===== config.mk =====
export PLATFORM = sky130hd
export DESIGN_NAME = jbi_ncio_prtq_crdt_flat
export DESIGN_NICKNAME = d
export VERILOG_FILES = /design/src/rtl/jbi_ncio_prtq_crdt_if.sv /design/src/rtl/jbi_ncio_prtq_crdt.sv /design/src/flat_wrapper.sv
export SDC_FILE = /design/constraint.sdc
export NUM_CORES = 1
export LEC_CHECK = 0
export CORE_UTILIZATION = 50
export DETAILED_ROUTE_END_ITERATION = 10
export GPL_TIMING_DRIVEN = 1
export PLACE_DENSITY = 0.76
export SLEW_MARGIN = 20
export SYNTH_ARGS = -nofsm -noshare
export SYNTH_HDL_FRONTEND = slang
export SYNTH_SLANG_ARGS = --single-unit

===== constraint.sdc =====
create_clock -name clk -period 4.7 [get_ports clk]
set_input_delay 0.705 -clock clk [delete_from_list [all_inputs] [get_ports clk]]
set_output_delay 0.705 -clock clk [all_outputs]
set_load 0.05 [all_outputs]

===== src/rtl/jbi_ncio_prtq_crdt_if.sv =====
// PRTQ credit scheduler bus: PRQQ read request/grant, CSR controls, return credits and status.
interface jbi_ncio_prtq_crdt_if #(
   parameter int CNT_W = 5
);
   logic [3:0]       csr_jbi_config2_max_pio;
   logic             csr_prtq_flush;
   logic             prqq_rd_req;
   logic             prtq_decr_rd_pend_cnt;
   logic             ncio_rd_gnt;
   logic [CNT_W-1:0] ncio_rd_pend_cnt;
   logic             ncio_prtq_no_crdt;
   logic             ncio_rd_pend_none;
   logic             ncio_flush_done;
   logic             ncio_rtn_timeout;
   logic             ncio_crdt_underflow;

   modport master (
      output csr_jbi_config2_max_pio, csr_prtq_flush, prqq_rd_req, prtq_decr_rd_pend_cnt,
      input  ncio_rd_gnt, ncio_rd_pend_cnt, ncio_prtq_no_crdt, ncio_rd_pend_none,
             ncio_flush_done, ncio_rtn_timeout, ncio_crdt_underflow
   );

   modport slave (
      input  csr_jbi_config2_max_pio, csr_prtq_flush, prqq_rd_req, prtq_decr_rd_pend_cnt,
      output ncio_rd_gnt, ncio_rd_pend_cnt, ncio_prtq_no_crdt, ncio_rd_pend_none,
             ncio_flush_done, ncio_rtn_timeout, ncio_crdt_underflow
   );
endinterface


===== src/rtl/jbi_ncio_prtq_crdt.sv =====
// PRTQ credit scheduler: grants PIO reads only while a PRTQ entry is free, with
// flush/drain sequencing, a return-timeout watchdog and a sticky underflow flag.
//
// state | meaning
// RUN   | normal operation, grants allowed
// DRAIN | flush requested, grants blocked until all reads return
// DONE  | drain complete, flush_done pulses for one cycle
module jbi_ncio_prtq_crdt #(
   parameter int DEPTH    = 16,
   parameter int CNT_W    = 5,
   parameter int STALL_TO = 1024,
   parameter int TO_W     = 10
) (
   input logic                clk,
   input logic                rst_l,
   jbi_ncio_prtq_crdt_if.slave ncio
);
   localparam logic [1:0]       ST_RUN   = 2'b00;
   localparam logic [1:0]       ST_DRAIN = 2'b01;
   localparam logic [1:0]       ST_DONE  = 2'b10;
   localparam logic [CNT_W-1:0] DEPTH_C  = CNT_W'(DEPTH);
   localparam logic [TO_W-1:0]  TO_LAST  = TO_W'(STALL_TO - 1);

   logic [1:0]       r_state;
   logic [1:0]       w_state_nxt;
   logic [CNT_W-1:0] r_pend;
   logic [CNT_W-1:0] w_pend_nxt;
   logic [CNT_W-1:0] w_max;
   logic [CNT_W-1:0] w_limit;
   logic [TO_W-1:0]  r_to_cnt;
   logic [TO_W-1:0]  w_to_nxt;
   logic             r_uf;
   logic             w_ret;
   logic             w_gnt;
   logic             w_uf_evt;
   logic             w_stall;
   logic             w_to;

   assign w_ret    = ncio.prtq_decr_rd_pend_cnt;
   assign w_max    = CNT_W'(ncio.csr_jbi_config2_max_pio);
   assign w_limit  = (w_max == '0) ? DEPTH_C : ((w_max > DEPTH_C) ? DEPTH_C : w_max);
   // Grant is held low while reset is asserted so nothing issues into a resetting queue.
   assign w_gnt    = rst_l & ncio.prqq_rd_req & (r_state == ST_RUN) & (r_pend < w_limit);
   assign w_uf_evt = w_ret & (r_pend == '0);

   always_comb begin
      w_pend_nxt = r_pend;
      if (!w_uf_evt) begin
         if (w_gnt && !w_ret) begin
            w_pend_nxt = r_pend + 1'b1;
         end else if (!w_gnt && w_ret) begin
            w_pend_nxt = r_pend - 1'b1;
         end
      end
   end

   // DRAIN looks at the next count so a return in the same cycle finishes the drain.
   always_comb begin
      w_state_nxt = r_state;
      case (r_state)
         ST_RUN:   if (ncio.csr_prtq_flush) w_state_nxt = ST_DRAIN;
         ST_DRAIN: if (w_pend_nxt == '0) w_state_nxt = ST_DONE;
         ST_DONE:  w_state_nxt = ST_RUN;
         default:  w_state_nxt = ST_RUN;
      endcase
   end

   assign w_stall  = (r_pend != '0) & ~w_ret;
   assign w_to     = w_stall & (r_to_cnt == TO_LAST);
   assign w_to_nxt = (!w_stall || w_to) ? '0 : r_to_cnt + 1'b1;

   always_ff @(posedge clk or negedge rst_l) begin
      if (!rst_l) begin
         r_state  <= ST_RUN;
         r_pend   <= '0;
         r_to_cnt <= '0;
         r_uf     <= 1'b0;
      end else begin
         r_state  <= w_state_nxt;
         r_pend   <= w_pend_nxt;
         r_to_cnt <= w_to_nxt;
         if (w_uf_evt) begin
            r_uf <= 1'b1;
         end
      end
   end

   assign ncio.ncio_rd_gnt         = w_gnt;
   assign ncio.ncio_rd_pend_cnt    = r_pend;
   assign ncio.ncio_prtq_no_crdt   = (r_pend >= w_limit);
   assign ncio.ncio_rd_pend_none   = (r_pend == '0);
   assign ncio.ncio_flush_done     = (r_state == ST_DONE);
   assign ncio.ncio_rtn_timeout    = w_to;
   assign ncio.ncio_crdt_underflow = r_uf;
endmodule


===== src/flat_wrapper.sv =====
// flat-port wrapper written by rule: the top's interface ports become plain ports
module jbi_ncio_prtq_crdt_flat 
#(
   parameter int DEPTH    = 16,
   parameter int CNT_W    = 5,
   parameter int STALL_TO = 1024,
   parameter int TO_W     = 10
)
  (clk, rst_l, ncio_csr_jbi_config2_max_pio, ncio_csr_prtq_flush, ncio_prqq_rd_req, ncio_prtq_decr_rd_pend_cnt, ncio_ncio_rd_gnt, ncio_ncio_rd_pend_cnt, ncio_ncio_prtq_no_crdt, ncio_ncio_rd_pend_none, ncio_ncio_flush_done, ncio_ncio_rtn_timeout, ncio_ncio_crdt_underflow);
  jbi_ncio_prtq_crdt_if #(.CNT_W(CNT_W)) ncio_i ();
  input logic clk;
  input logic rst_l;
  input wire logic [$bits(ncio_i.csr_jbi_config2_max_pio)-1:0] ncio_csr_jbi_config2_max_pio;
  input wire logic [$bits(ncio_i.csr_prtq_flush)-1:0] ncio_csr_prtq_flush;
  input wire logic [$bits(ncio_i.prqq_rd_req)-1:0] ncio_prqq_rd_req;
  input wire logic [$bits(ncio_i.prtq_decr_rd_pend_cnt)-1:0] ncio_prtq_decr_rd_pend_cnt;
  output wire logic [$bits(ncio_i.ncio_rd_gnt)-1:0] ncio_ncio_rd_gnt;
  output wire logic [$bits(ncio_i.ncio_rd_pend_cnt)-1:0] ncio_ncio_rd_pend_cnt;
  output wire logic [$bits(ncio_i.ncio_prtq_no_crdt)-1:0] ncio_ncio_prtq_no_crdt;
  output wire logic [$bits(ncio_i.ncio_rd_pend_none)-1:0] ncio_ncio_rd_pend_none;
  output wire logic [$bits(ncio_i.ncio_flush_done)-1:0] ncio_ncio_flush_done;
  output wire logic [$bits(ncio_i.ncio_rtn_timeout)-1:0] ncio_ncio_rtn_timeout;
  output wire logic [$bits(ncio_i.ncio_crdt_underflow)-1:0] ncio_ncio_crdt_underflow;
  assign ncio_i.csr_jbi_config2_max_pio = ncio_csr_jbi_config2_max_pio;
  assign ncio_i.csr_prtq_flush = ncio_csr_prtq_flush;
  assign ncio_i.prqq_rd_req = ncio_prqq_rd_req;
  assign ncio_i.prtq_decr_rd_pend_cnt = ncio_prtq_decr_rd_pend_cnt;
  assign ncio_ncio_rd_gnt = ncio_i.ncio_rd_gnt;
  assign ncio_ncio_rd_pend_cnt = ncio_i.ncio_rd_pend_cnt;
  assign ncio_ncio_prtq_no_crdt = ncio_i.ncio_prtq_no_crdt;
  assign ncio_ncio_rd_pend_none = ncio_i.ncio_rd_pend_none;
  assign ncio_ncio_flush_done = ncio_i.ncio_flush_done;
  assign ncio_ncio_rtn_timeout = ncio_i.ncio_rtn_timeout;
  assign ncio_ncio_crdt_underflow = ncio_i.ncio_crdt_underflow;
  jbi_ncio_prtq_crdt #(.DEPTH(DEPTH), .CNT_W(CNT_W), .STALL_TO(STALL_TO), .TO_W(TO_W)) u_core (.clk(clk), .rst_l(rst_l), .ncio(ncio_i));
endmodule

==> report_table.html <==
<table>
<tr><th>Metric</th><th>Value</th></tr>
<tr><th colspan="2">Run status</th></tr>
<tr><td>Run status</td><td>finished clean</td></tr>
<tr><th colspan="2">Clock tree</th></tr>
<tr><td>Clk_lat worst skew</td><td>0.29 ns</td></tr>
<tr><td>Clock edge transition at the registers on the reported setup and hold paths</td><td>0.10 ns</td></tr>
<tr><td>Root buf cell</td><td>sky130_fd_sc_hd__clkbuf_4</td></tr>
<tr><td>Number of buffers added by the clock tree synthesis step</td><td>3</td></tr>
<tr><td>TritonCTS clock tree</td><td>built</td></tr>
<tr><td>Max clock buf depth</td><td>2</td></tr>
<tr><td>Total number of H-tree levels</td><td>1</td></tr>
<tr><td>Hold bufs inserted after CTS</td><td>0</td></tr>
<tr><td>Number of post-CTS setup repair buffers</td><td>0</td></tr>
<tr><td>Cts repair resizes</td><td>0</td></tr>
<tr><td>Total number of clock tree sinks</td><td>18</td></tr>
<tr><th colspan="2">Timing</th></tr>
<tr><td>Final number of setup-violating endpoints</td><td>0</td></tr>
<tr><td>Worst-case hold slack</td><td>0.473 ns</td></tr>
<tr><td>Final cycle utilization of the critical path</td><td>88.5%</td></tr>
<tr><td>Worst-case clock skew</td><td>0.00663 ns</td></tr>
<tr><td>Final Hold Violating Endpoints</td><td>0</td></tr>
<tr><td>Setup_tns</td><td>0 ns</td></tr>
<tr><td>Setup repair after global routing missed its margin</td><td>no</td></tr>
<tr><td>Period minus WS final</td><td>4.16 ns</td></tr>
<tr><td>Total count of max-transition violations in the final report</td><td>0</td></tr>
<tr><td>Slew @ Worst Pin</td><td>0.648 ns</td></tr>
<tr><td>Relative slew slack</td><td>56.7%</td></tr>
<tr><td>Highest clock rate</td><td>0.240 GHz</td></tr>
<tr><th colspan="2">Drt</th></tr>
<tr><td>Routed metal-1 wire length</td><td>1180 um</td></tr>
<tr><td>Violation count after the first detailed-routing iteration</td><td>24</td></tr>
<tr><td>Remaining number of nets flagged by the antenna check after routing</td><td>0</td></tr>
<tr><td>Number of detailed-routing iterations run before antenna repair</td><td>4</td></tr>
<tr><td>Routed length on met3</td><td>83 um</td></tr>
<tr><td>Detailed route wirelength on metal2</td><td>1290 um</td></tr>
<tr><td>Overall routed net length</td><td>2580 um</td></tr>
<tr><td>Number of design rule violations left after detail routing</td><td>0</td></tr>
<tr><td>Number of vias in the routed layout</td><td>1,030</td></tr>
<tr><td>Ratio of routed vias to standard cells</td><td>5.79</td></tr>
<tr><td>Uppermost layer routed</td><td>met4</td></tr>
<tr><td>Post-DR wirelength/cell</td><td>14.5 um</td></tr>
<tr><th colspan="2">Final layout</th></tr>
<tr><td>Antenna cells</td><td>0</td></tr>
<tr><td>Final net count</td><td>168</td></tr>
<tr><td>Final design utilization</td><td>65.0%</td></tr>
<tr><td>Fraction of layout cells with a size suffix above 1</td><td>11.3%</td></tr>
<tr><td>Sequential cell area</td><td>450 um2</td></tr>
<tr><td>Footprint of the multi-input gates</td><td>703 um2</td></tr>
<tr><td>Count of non-filler cells in the finished layout</td><td>178</td></tr>
<tr><td>Total of fill cells in the finished design</td><td>190</td></tr>
<tr><td>Area overhead of the layout relative to synthesis</td><td>22.3%</td></tr>
<tr><th colspan="2">Worst setup path</th></tr>
<tr><td>Category of the worst setup path launch point</td><td>input port</td></tr>
<tr><td>Critical Path End Type</td><td>output port</td></tr>
<tr><td>Data required time at the worst endpoint</td><td>3.99 ns</td></tr>
<tr><td>Top fanout value on the critical path</td><td>8</td></tr>
<tr><td>Start-to-end type of the worst setup path</td><td>input port to output port</td></tr>
<tr><td>Arrival time at the worst endpoint</td><td>3.46 ns</td></tr>
<tr><th colspan="2">Logic synthesis</th></tr>
<tr><td>#FFs+latches synth</td><td>18</td></tr>
<tr><td>Post-synth design cell area</td><td>0.00119 mm2</td></tr>
<tr><td>Number of unique standard cell types used by synthesis</td><td>42</td></tr>
<tr><td>Number of warnings reported in the yosys synthesis log</td><td>0</td></tr>
<tr><td>Primary flip-flop cell chosen by synthesis mapping</td><td>sky130_fd_sc_hd__dfrtp_1</td></tr>
<tr><td>Share of the synthesized area in the top cell type</td><td>37.9%</td></tr>
<tr><td>Sequential area share after synthesis</td><td>37.9%</td></tr>
<tr><td>Gate Count Post-Synth</td><td>127</td></tr>
<tr><td>Nets in the synthesized netlist</td><td>144</td></tr>
<tr><td>Top cell type by total area after synthesis</td><td>sky130_fd_sc_hd__dfrtp_1</td></tr>
<tr><td>Number of enable flip-flop cells after synthesis</td><td>0</td></tr>
<tr><td>Share of flip-flops with an asynchronous set or reset</td><td>100%</td></tr>
<tr><td>Ranking of synthesized cells by area</td><td>sky130_fd_sc_hd__dfrtp_1 (38%), sky130_fd_sc_hd__ha_1 (8.4%), sky130_fd_sc_hd__nor2_1 (5.7%)</td></tr>
<tr><td>Average size of a mapped cell</td><td>9.35 um2</td></tr>
<tr><th colspan="2">Global routing</th></tr>
<tr><td>Via count of the first global-routing pass</td><td>1,023</td></tr>
<tr><td>Maximum number of pins on one net before global-route repair</td><td>20</td></tr>
<tr><td>Remaining global-route overflow</td><td>0</td></tr>
<tr><td>Total routing resource utilization after global routing</td><td>23.1%</td></tr>
<tr><td>Number of antenna violations at the first check in global routing</td><td>0</td></tr>
<tr><td>Wire length of the first global-routing pass</td><td>4440 um</td></tr>
<tr><th colspan="2">Pwr</th></tr>
<tr><td>Leakage</td><td>0.625 nW</td></tr>
<tr><td>Power density normalized to cell area</td><td>563 mW/mm2</td></tr>
<tr><td>Worst supply voltage drop on vdd</td><td>0.488 mV</td></tr>
<tr><th colspan="2">Die</th></tr>
<tr><td>Full die area</td><td>0.00257 mm2</td></tr>
<tr><td>I/O pin count</td><td>20</td></tr>
<tr><td>Area of the core</td><td>0.00223 mm2</td></tr>
<tr><td>Effective utilization at floorplan</td><td>53.2%</td></tr>
<tr><td>Die outline height</td><td>50.7 um</td></tr>
<tr><td>Die outline width</td><td>50.7 um</td></tr>
<tr><td>Floorplan row count</td><td>17</td></tr>
<tr><th colspan="2">Placement</th></tr>
<tr><td>Placed wire-length estimate</td><td>2010 um</td></tr>
<tr><td>Count of port buffers added during placement</td><td>19</td></tr>
<tr><td>Placed Cells incl. Taps</td><td>174</td></tr>
<tr><td>RePlAce Congestion</td><td>0.867</td></tr>
<tr><th colspan="2">Min path</th></tr>
<tr><td>Classification of the worst-slack hold path</td><td>flop to flop</td></tr>
<tr><th colspan="2">Run</th></tr>
<tr><td>Max-cap violations</td><td>0</td></tr>
</table>
-- cells in the final DEF, fill, tap and decap left out, types with 3 or more instances in the layout --
cell / instances
sky130_fd_sc_hd__clkbuf_4: 3
sky130_fd_sc_hd__nand2_1: 4
sky130_fd_sc_hd__dfrtp_1: 18
sky130_fd_sc_hd__nor3_1: 4
sky130_fd_sc_hd__a21oi_1: 6
sky130_fd_sc_hd__o31ai_1: 3
sky130_fd_sc_hd__clkdlybuf4s50_1: 19
sky130_fd_sc_hd__xor2_1: 4
sky130_fd_sc_hd__nand3_1: 7
sky130_fd_sc_hd__xnor2_1: 5
sky130_fd_sc_hd__and3_1: 3
sky130_fd_sc_hd__o21ai_0: 4
sky130_fd_sc_hd__nor2_1: 18
sky130_fd_sc_hd__ha_1: 8
sky130_fd_sc_hd__inv_1: 8
-- layout make-up --
cell class	instances	area share, %
flip-flops and latches	18	31.0
well taps	28	2.41
repair buffers	20	13.6
multi-input cells	100	48.4
inverters	8	2.07
clock buffers	4	2.50
-- worst max-delay path, cell delays in order --
cell,delay [ns]
sky130_fd_sc_hd__clkdlybuf4s50_1,0.41
sky130_fd_sc_hd__or4_1,0.53
sky130_fd_sc_hd__ha_1,0.33
sky130_fd_sc_hd__a21oi_1,0.24
sky130_fd_sc_hd__o21a_2,0.29
sky130_fd_sc_hd__nand2_4,0.08
sky130_fd_sc_hd__inv_1,0.07
sky130_fd_sc_hd__clkdlybuf4s50_1,0.80
-- sequential cells by signal, indices dropped and copies added (netlist names) --
| name | count |
|---|---|
| u_core.r_state | 2 |
| u_core.r_to_cnt | 10 |
| u_core.ncio.ncio_crdt_underflow | 1 |
| u_core.ncio.ncio_rd_pend_cnt | 5 |
-- kinds of logic (layout without fill, tap and decap cells) --
| kind of cell | after synthesis | after routing | synth area share, % |
|---|---|---|---|
| buffers and inverters | 9 | 32 | 2.84 |
| AOI/OAI and AO/OA | 29 | 29 | 18.1 |
| and+or+nand+nor | 54 | 54 | 26.0 |
| DFF | 18 | 18 | 37.9 |
| xor gates and xnor gates | 9 | 9 | 6.64 |
| adders and majority gates | 8 | 8 | 8.43 |
-- metal layers --
layer	GRT usage (%)	up-vias
met5	0	-
met4	6.48	0
met3	5.15	4
met2	40.4	17
met1	28.3	503
li1	-	506
-- Yosys cell counts (2+ instances only) --
cell type                   n
sky130_fd_sc_hd__dfrtp_1   18
sky130_fd_sc_hd__nor2_1    18
sky130_fd_sc_hd__ha_1       8
sky130_fd_sc_hd__inv_1      8
sky130_fd_sc_hd__nand3_1    7
sky130_fd_sc_hd__a21oi_1    6
sky130_fd_sc_hd__xnor2_1    5
sky130_fd_sc_hd__nand2_1    4
sky130_fd_sc_hd__nor3_1     4
sky130_fd_sc_hd__o21ai_0    4
sky130_fd_sc_hd__xor2_1     4
sky130_fd_sc_hd__and3_1     3
sky130_fd_sc_hd__o31ai_1    3
sky130_fd_sc_hd__a211o_1    2
sky130_fd_sc_hd__nand3b_1   2
sky130_fd_sc_hd__nand4_1    2
sky130_fd_sc_hd__nor2b_1    2
sky130_fd_sc_hd__o21ai_2    2
sky130_fd_sc_hd__or4_1      2
-- final timing paths --
path | startpoint | endpoint | slack (ns) | cells after the start
max in group asynchronous | rst_l | u_core.ncio.ncio_rd_pend_cnt[3] | 3.77 | 2
min in group asynchronous | rst_l | u_core.ncio.ncio_rd_pend_cnt[4] | 0.72 | 2
worst max register to register | u_core.ncio.ncio_rd_pend_cnt[4] | u_core.r_state[0] | 2.31 | 7
worst min-delay path | u_core.ncio.ncio_crdt_underflow | u_core.ncio.ncio_crdt_underflow | 0.47 | 1
worst max-delay path | ncio_csr_jbi_config2_max_pio[1] | ncio_ncio_rd_gnt | 0.54 | 8
worst min register to register | u_core.ncio.ncio_crdt_underflow | u_core.ncio.ncio_crdt_underflow | 0.47 | 1
-- where the power goes --
part / internal (mW) / total (mW) / leakage (nW) / switching (mW)
Combinational: 0.181 / 0.474 / 0.371 / 0.293
Clock: 0.0472 / 0.0959 / 0.0210 / 0.0487
Sequential: 0.191 / 0.248 / 0.233 / 0.0562
Total: 0.420 / 0.818 / 0.625 / 0.398
-- per-stage QoR --
stage | worst slack (ns) | area, um2 | power [mW]
floorplan | 1.12 | 1190 | 0.581
global placement | 0.627 | 1420 | 0.711
detailed placement | 0.543 | 1420 | 0.724
CTS | 0.534 | 1450 | 0.823
global route | 0.431 | 1450 | 0.868
finish | 0.539 | 1450 | 0.818
No activity file was read; power rests on OpenSTA's default activity.
==> variant 1: new RTL, same flow settings <==
`CNT_W` is set to 5 in 3 places; all go to 10.
--- a/src/rtl/jbi_ncio_prtq_crdt_if.sv
+++ b/src/rtl/jbi_ncio_prtq_crdt_if.sv
@@ -1,6 +1,6 @@
 // PRTQ credit scheduler bus: PRQQ read request/grant, CSR controls, return credits and status.
 interface jbi_ncio_prtq_crdt_if #(
-   parameter int CNT_W = 5
+   parameter int CNT_W = 10
 );
    logic [3:0]       csr_jbi_config2_max_pio;
    logic             csr_prtq_flush;
--- a/src/rtl/jbi_ncio_prtq_crdt.sv
+++ b/src/rtl/jbi_ncio_prtq_crdt.sv
@@ -7,7 +7,7 @@
 // DONE  | drain complete, flush_done pulses for one cycle
 module jbi_ncio_prtq_crdt #(
    parameter int DEPTH    = 16,
-   parameter int CNT_W    = 5,
+   parameter int CNT_W    = 10,
    parameter int STALL_TO = 1024,
    parameter int TO_W     = 10
 ) (
--- a/src/flat_wrapper.sv
+++ b/src/flat_wrapper.sv
@@ -2,7 +2,7 @@
 module jbi_ncio_prtq_crdt_flat 
 #(
    parameter int DEPTH    = 16,
-   parameter int CNT_W    = 5,
+   parameter int CNT_W    = 10,
    parameter int STALL_TO = 1024,
    parameter int TO_W     = 10
 )
Ports: changed (resized ncio_ncio_rd_pend_cnt); port bits go from 20 to 25. The function was not compared with the original's and may differ.
==> variant 1 against the unedited design <==
  * Sequential cell count increased by 5
  * Routed wire length increased by 27%
  * Synthesized area increased by 24%
  * Register-to-register slack got worse by 0.59 ns
  * Design area increased by 22%
  * Critical path depth unchanged
  * Power increased by 27%
  * Sequential share of layout area increased by 1.5 points
  * Setup slack got worse by 0.25 ns
==> variant 1: results (changes against the unedited design) <==
| Metric | Value |
|---|---|
| Comb. pwr | 0.000603 W (+27%) |
| Via density per instance | 5.89 (+1.8%) |
| GR Layer Usage met3 | 0.0279 (-0.0236) |
| Pwr Total | 0.00104 W (+27%) |
| First-pass GRT wire length | 5830 µm (+31%) |
| Max_slew headroom | 0.588 (+0.0205) |
| WL met3 | 152 µm (+83%) |
| Critical path origin | ncio_csr_jbi_config2_max_pio[0] |
| Clock transition at path regs | 0.13 ns (+0.03 ns) |
| N_diodes | 0 (unchanged) |
| Post-DP HPWL | 2450 µm (+22%) |
| Worst Setup EP | ncio_ncio_rd_gnt |
| Skew-Pair Late Insertion Delay | 0.32 ns (+0.03 ns) |
| Crit path max fanout | 10 (+2) |
| Mapped Nets | 165 (+15%) |
| # fillers | 234 (+23%) |
| Top Family by Delay on Critical Path | buffers and inverters |
| Crit path kind | in2out |
| Detailed Route Iter0 Violations | 46 (+92%) |
| # port buffers | 24 (+5) |
| Max-cap violations | 0 (unchanged) |
| Largest cells by area after synthesis | dfrtp_1 39%, ha_1 6.8%, xnor2_1 4.2% |
| Met2 Routed Length | 1530 µm (+18%) |
| Root Buffer | clkbuf_4 |
| Gpl congestion | 0.873 (+0.62%) |
| Met1 Use GR | 0.337 (+0.0536) |
| Number of distinct library cells after synthesis | 48 (+14%) |
| Worst Reg-to-Reg Cells | 9 (+2) |
| Syn. warnings | 0 (unchanged) |
| Nets | 193 (+15%) |
| Vias in the first global route | 1,247 (+22%) |
| Drt wl/cell | 15.9 µm (+9.4%) |
| Met2 usage | 0.372 (-0.0320) |
| Sequential fraction of the synthesis area | 0.391 (+0.0121) |
| WHS | 0.485 ns (+0.0119 ns) |
| R2R Path End | u_core.r_state[1] |
| Sequential Power | 0.000341 W (+37%) |
| M1 wire length | 1520 µm (+28%) |
| Clock Tree Buf Depth | 2 (unchanged) |
| Largest net degree at the start of global routing | 24 (+20%) |
| Fin crit period | 4.42 ns (+0.255 ns) |
| # resized after CTS | 0 (unchanged) |
| Crit path arrival time | 3.71 ns (+0.25 ns) |
| Internal | 0.000507 W (+21%) |
| FFs w/ async S/R, synth | 1.00 (unchanged) |
| Place WS | 0.313 ns (-0.230 ns) |
| CP max stage cell | clkdlybuf4s50_1 |
| Total GRT Usage | 0.236 (+0.00497) |
| Pleak | 0.763 nW (+22%) |
| Synth cell count leaders | 23 x dfrtp_1, 14 x nor2_1, 11 x inv_1, 8 x ha_1 |
| Hold Path End | u_core.ncio.ncio_crdt_underflow |
| Reg-to-reg setup timing slack | 1.72 ns (-0.59 ns) |
| Worst Skew | 0.00361 ns (-0.00302 ns) |
| HP Class | reg2reg |
| Layout cell share with drive strength beyond 1 | 0.103 (-0.0105) |
| Status | complete, no violations |
| Worst VDD drop | 475 µV (-2.7%) |
## variant 1: final cells by class
cell class / count / area [µm²] / share of cell area
clock buffer: 3 / 22.5 / 0.0127
clock inverter: 1 / 5.00 / 0.00282
inverter: 12 / 50.0 / 0.0282
sequential: 23 / 576 / 0.325
multi-input combinational: 110 / 825 / 0.465
tap: 31 / 38.8 / 0.0219
timing repair buffer: 26 / 255 / 0.144
## variant 1: cell families (layout without fill, tap and decap cells)
group / Yosys count / after routing / synth area share
compound gates: 24 / 24 / 0.130
xor+xnor: 13 / 13 / 0.0774
fa+ha+maj: 8 / 8 / 0.0681
buf+inv: 15 / 42 / 0.0477
flops: 23 / 23 / 0.391
mux: 4 / 4 / 0.0306
simple gates: 61 / 61 / 0.254
## variant 1: through the flow
step	util	instances	area, µm²
6_report	0.637	206	1770
3_3_place_gp	0.627	202	1740
2_1_floorplan	-	148	1470
4_1_cts	0.637	206	1770
3_5_place_dp	0.627	202	1740
5_1_grt	0.637	206	1770
==> variant 2: new RTL, config.mk and constraints unchanged <==
Without the edit above. Reset style: synchronous (`rst_l`), changed in one clocked block.
--- a/src/rtl/jbi_ncio_prtq_crdt.sv
+++ b/src/rtl/jbi_ncio_prtq_crdt.sv
@@ -69,7 +69,7 @@
    assign w_to     = w_stall & (r_to_cnt == TO_LAST);
    assign w_to_nxt = (!w_stall || w_to) ? '0 : r_to_cnt + 1'b1;
 
-   always_ff @(posedge clk or negedge rst_l) begin
+   always_ff @(posedge clk) begin
       if (!rst_l) begin
          r_state  <= ST_RUN;
          r_pend   <= '0;
Function: differs if rst_l is asserted again (counterexample within 4 cycles, from zero or initial values and one cycle with rst_l low); with rst_l held inactive, the same outputs for 10 cycles.
==> variant 2 against the unedited design <==
  * Setup slack got worse by 0.097 ns
  * Via count increased by 1.5%
  * Core utilization increased by 0.89 points
  * Critical endpoint unchanged
  * Die area decreased by 5.6%
  * First-iteration DRC count increased by 83%
  * Synthesized area decreased by 5.8%
  * Sequential cell count unchanged
  * Design area decreased by 7.3%
  * Power decreased by 20%
  * Largest power group unchanged
  * Count of clock-buffer cells in the layout decreased by 1
  * Routed wire length decreased by 8.2%
==> variant 2: results (changes against the unedited design) <==
| Metric | Value |
|---|---|
| Non-clk buf share | 0.141 (+0.00517) |
| Crit path arrival time | 3.55 ns (+0.09 ns) |
| Most used flip-flop cell after synthesis | dfxtp_1 |
| FFs w/ async S/R, synth | 0 (-1.00) |
| Clock-cell share | 0.0167 (-0.00825) |
| Synth Instances | 136 (+7.1%) |
| GR Layer Usage met3 | 0.0405 (-0.0110) |
| Comb. pwr | 0.000376 W (-21%) |
| Via density per instance | 5.74 (-0.77%) |
| Total GRT Usage | 0.226 (-0.00574) |
| Crit Reg-Reg Startpoint | u_core.ncio.ncio_rd_pend_cnt[2] |
| Dpl cells | 179 (+2.9%) |
| Register area | 360 µm² (-20%) |
| Met2 Routed Length | 1060 µm (-18%) |
| WHS | 0.472 ns (-0.000584 ns) |
| Seq_cells | 18 (unchanged) |
| Met2 usage | 0.354 (-0.0506) |
| Synth cell count leaders | 21 x nor2_1, 18 x dfxtp_1, 9 x inv_1 |
| Sequential Power | 0.000206 W (-17%) |
| Via count | 1,045 (+1.5%) |
| Worst VDD drop | 347 µV (-29%) |
| Hold Path End | u_core.ncio.ncio_crdt_underflow |
| Tap cell instance count | 27 (-3.6%) |
| Worst Skew | 0.00628 ns (-0.000359 ns) |
| Hold Crit Start | u_core.ncio.ncio_crdt_underflow |
| Multi-input comb cells | 106 (+6.0%) |
| Status | complete, no violations |
| Drt wl/cell | 13.0 µm (-10%) |
| Detailed Route Iter0 Violations | 44 (+83%) |
| Nets | 174 (+3.6%) |
| R2R Path End | u_core.r_state[0] |
| Non-clk bufs | 19 (-5.0%) |
| Sequential fraction of the synthesis area | 0.322 (-0.0572) |
| Fraction of area in multi-input gates | 0.524 (+0.0401) |
| M1 wire length | 1140 µm (-4.1%) |
| # fillers | 192 (+1.1%) |
| Clock transition at path regs | 0.08 ns (-0.02 ns) |
| Pleak | 0.512 nW (-18%) |
| Mapped Nets | 153 (+6.3%) |
| HP Class | reg2reg |
| Crit path max fanout | 7 (-1) |
| WL met3 | 165 µm (+99%) |
| Largest cells by area after synthesis | dfxtp_1 32%, ha_1 8.9%, nor2_1 7.0% |
| Inverters | 9 (+1) |
| Post-DP HPWL | 1800 µm (-10%) |
| Net Sw Power | 0.000308 W (-23%) |
| Number of distinct library cells after synthesis | 38 (-9.5%) |
| Met1 Use GR | 0.316 (+0.0327) |
| Reg-to-reg setup timing slack | 2.21 ns (-0.10 ns) |
| CLK BUF | 3 (-1) |
-- variant 2: cell types whose count changed after synthesis, moves of 3 or more --
cell and delta:
dfrtp_1 -18, dfxtp_1 +18, nand4_1 +3, nor2_1 +3, o21a_1 +3
-- variant 2: critical path, cell delays in order --
cell             delay [ns]
clkdlybuf4s50_1        0.42
or4_1                  0.55
ha_1                   0.32
a21oi_1                0.17
o21ai_1                0.20
nor2_1                 0.32
clkdlybuf4s50_1        0.87
-- variant 2: cell families after synthesis --
logic type,synth area share
AOI/OAI and AO/OA,0.175
xor gates and xnor gates,0.0705
adders and majority gates,0.0895
buffers and inverters,0.0470
DFF,0.322
muxes,0.00895
and+or+nand+nor,0.287
-- variant 2: per-stage QoR --
step	setup WS [ns]	total power [W]
2_1_floorplan	1.20	0.000480
3_3_place_gp	0.542	0.000578
3_5_place_dp	0.462	0.000581
4_1_cts	0.445	0.000654
5_1_grt	0.274	0.000700
6_report	0.442	0.000652
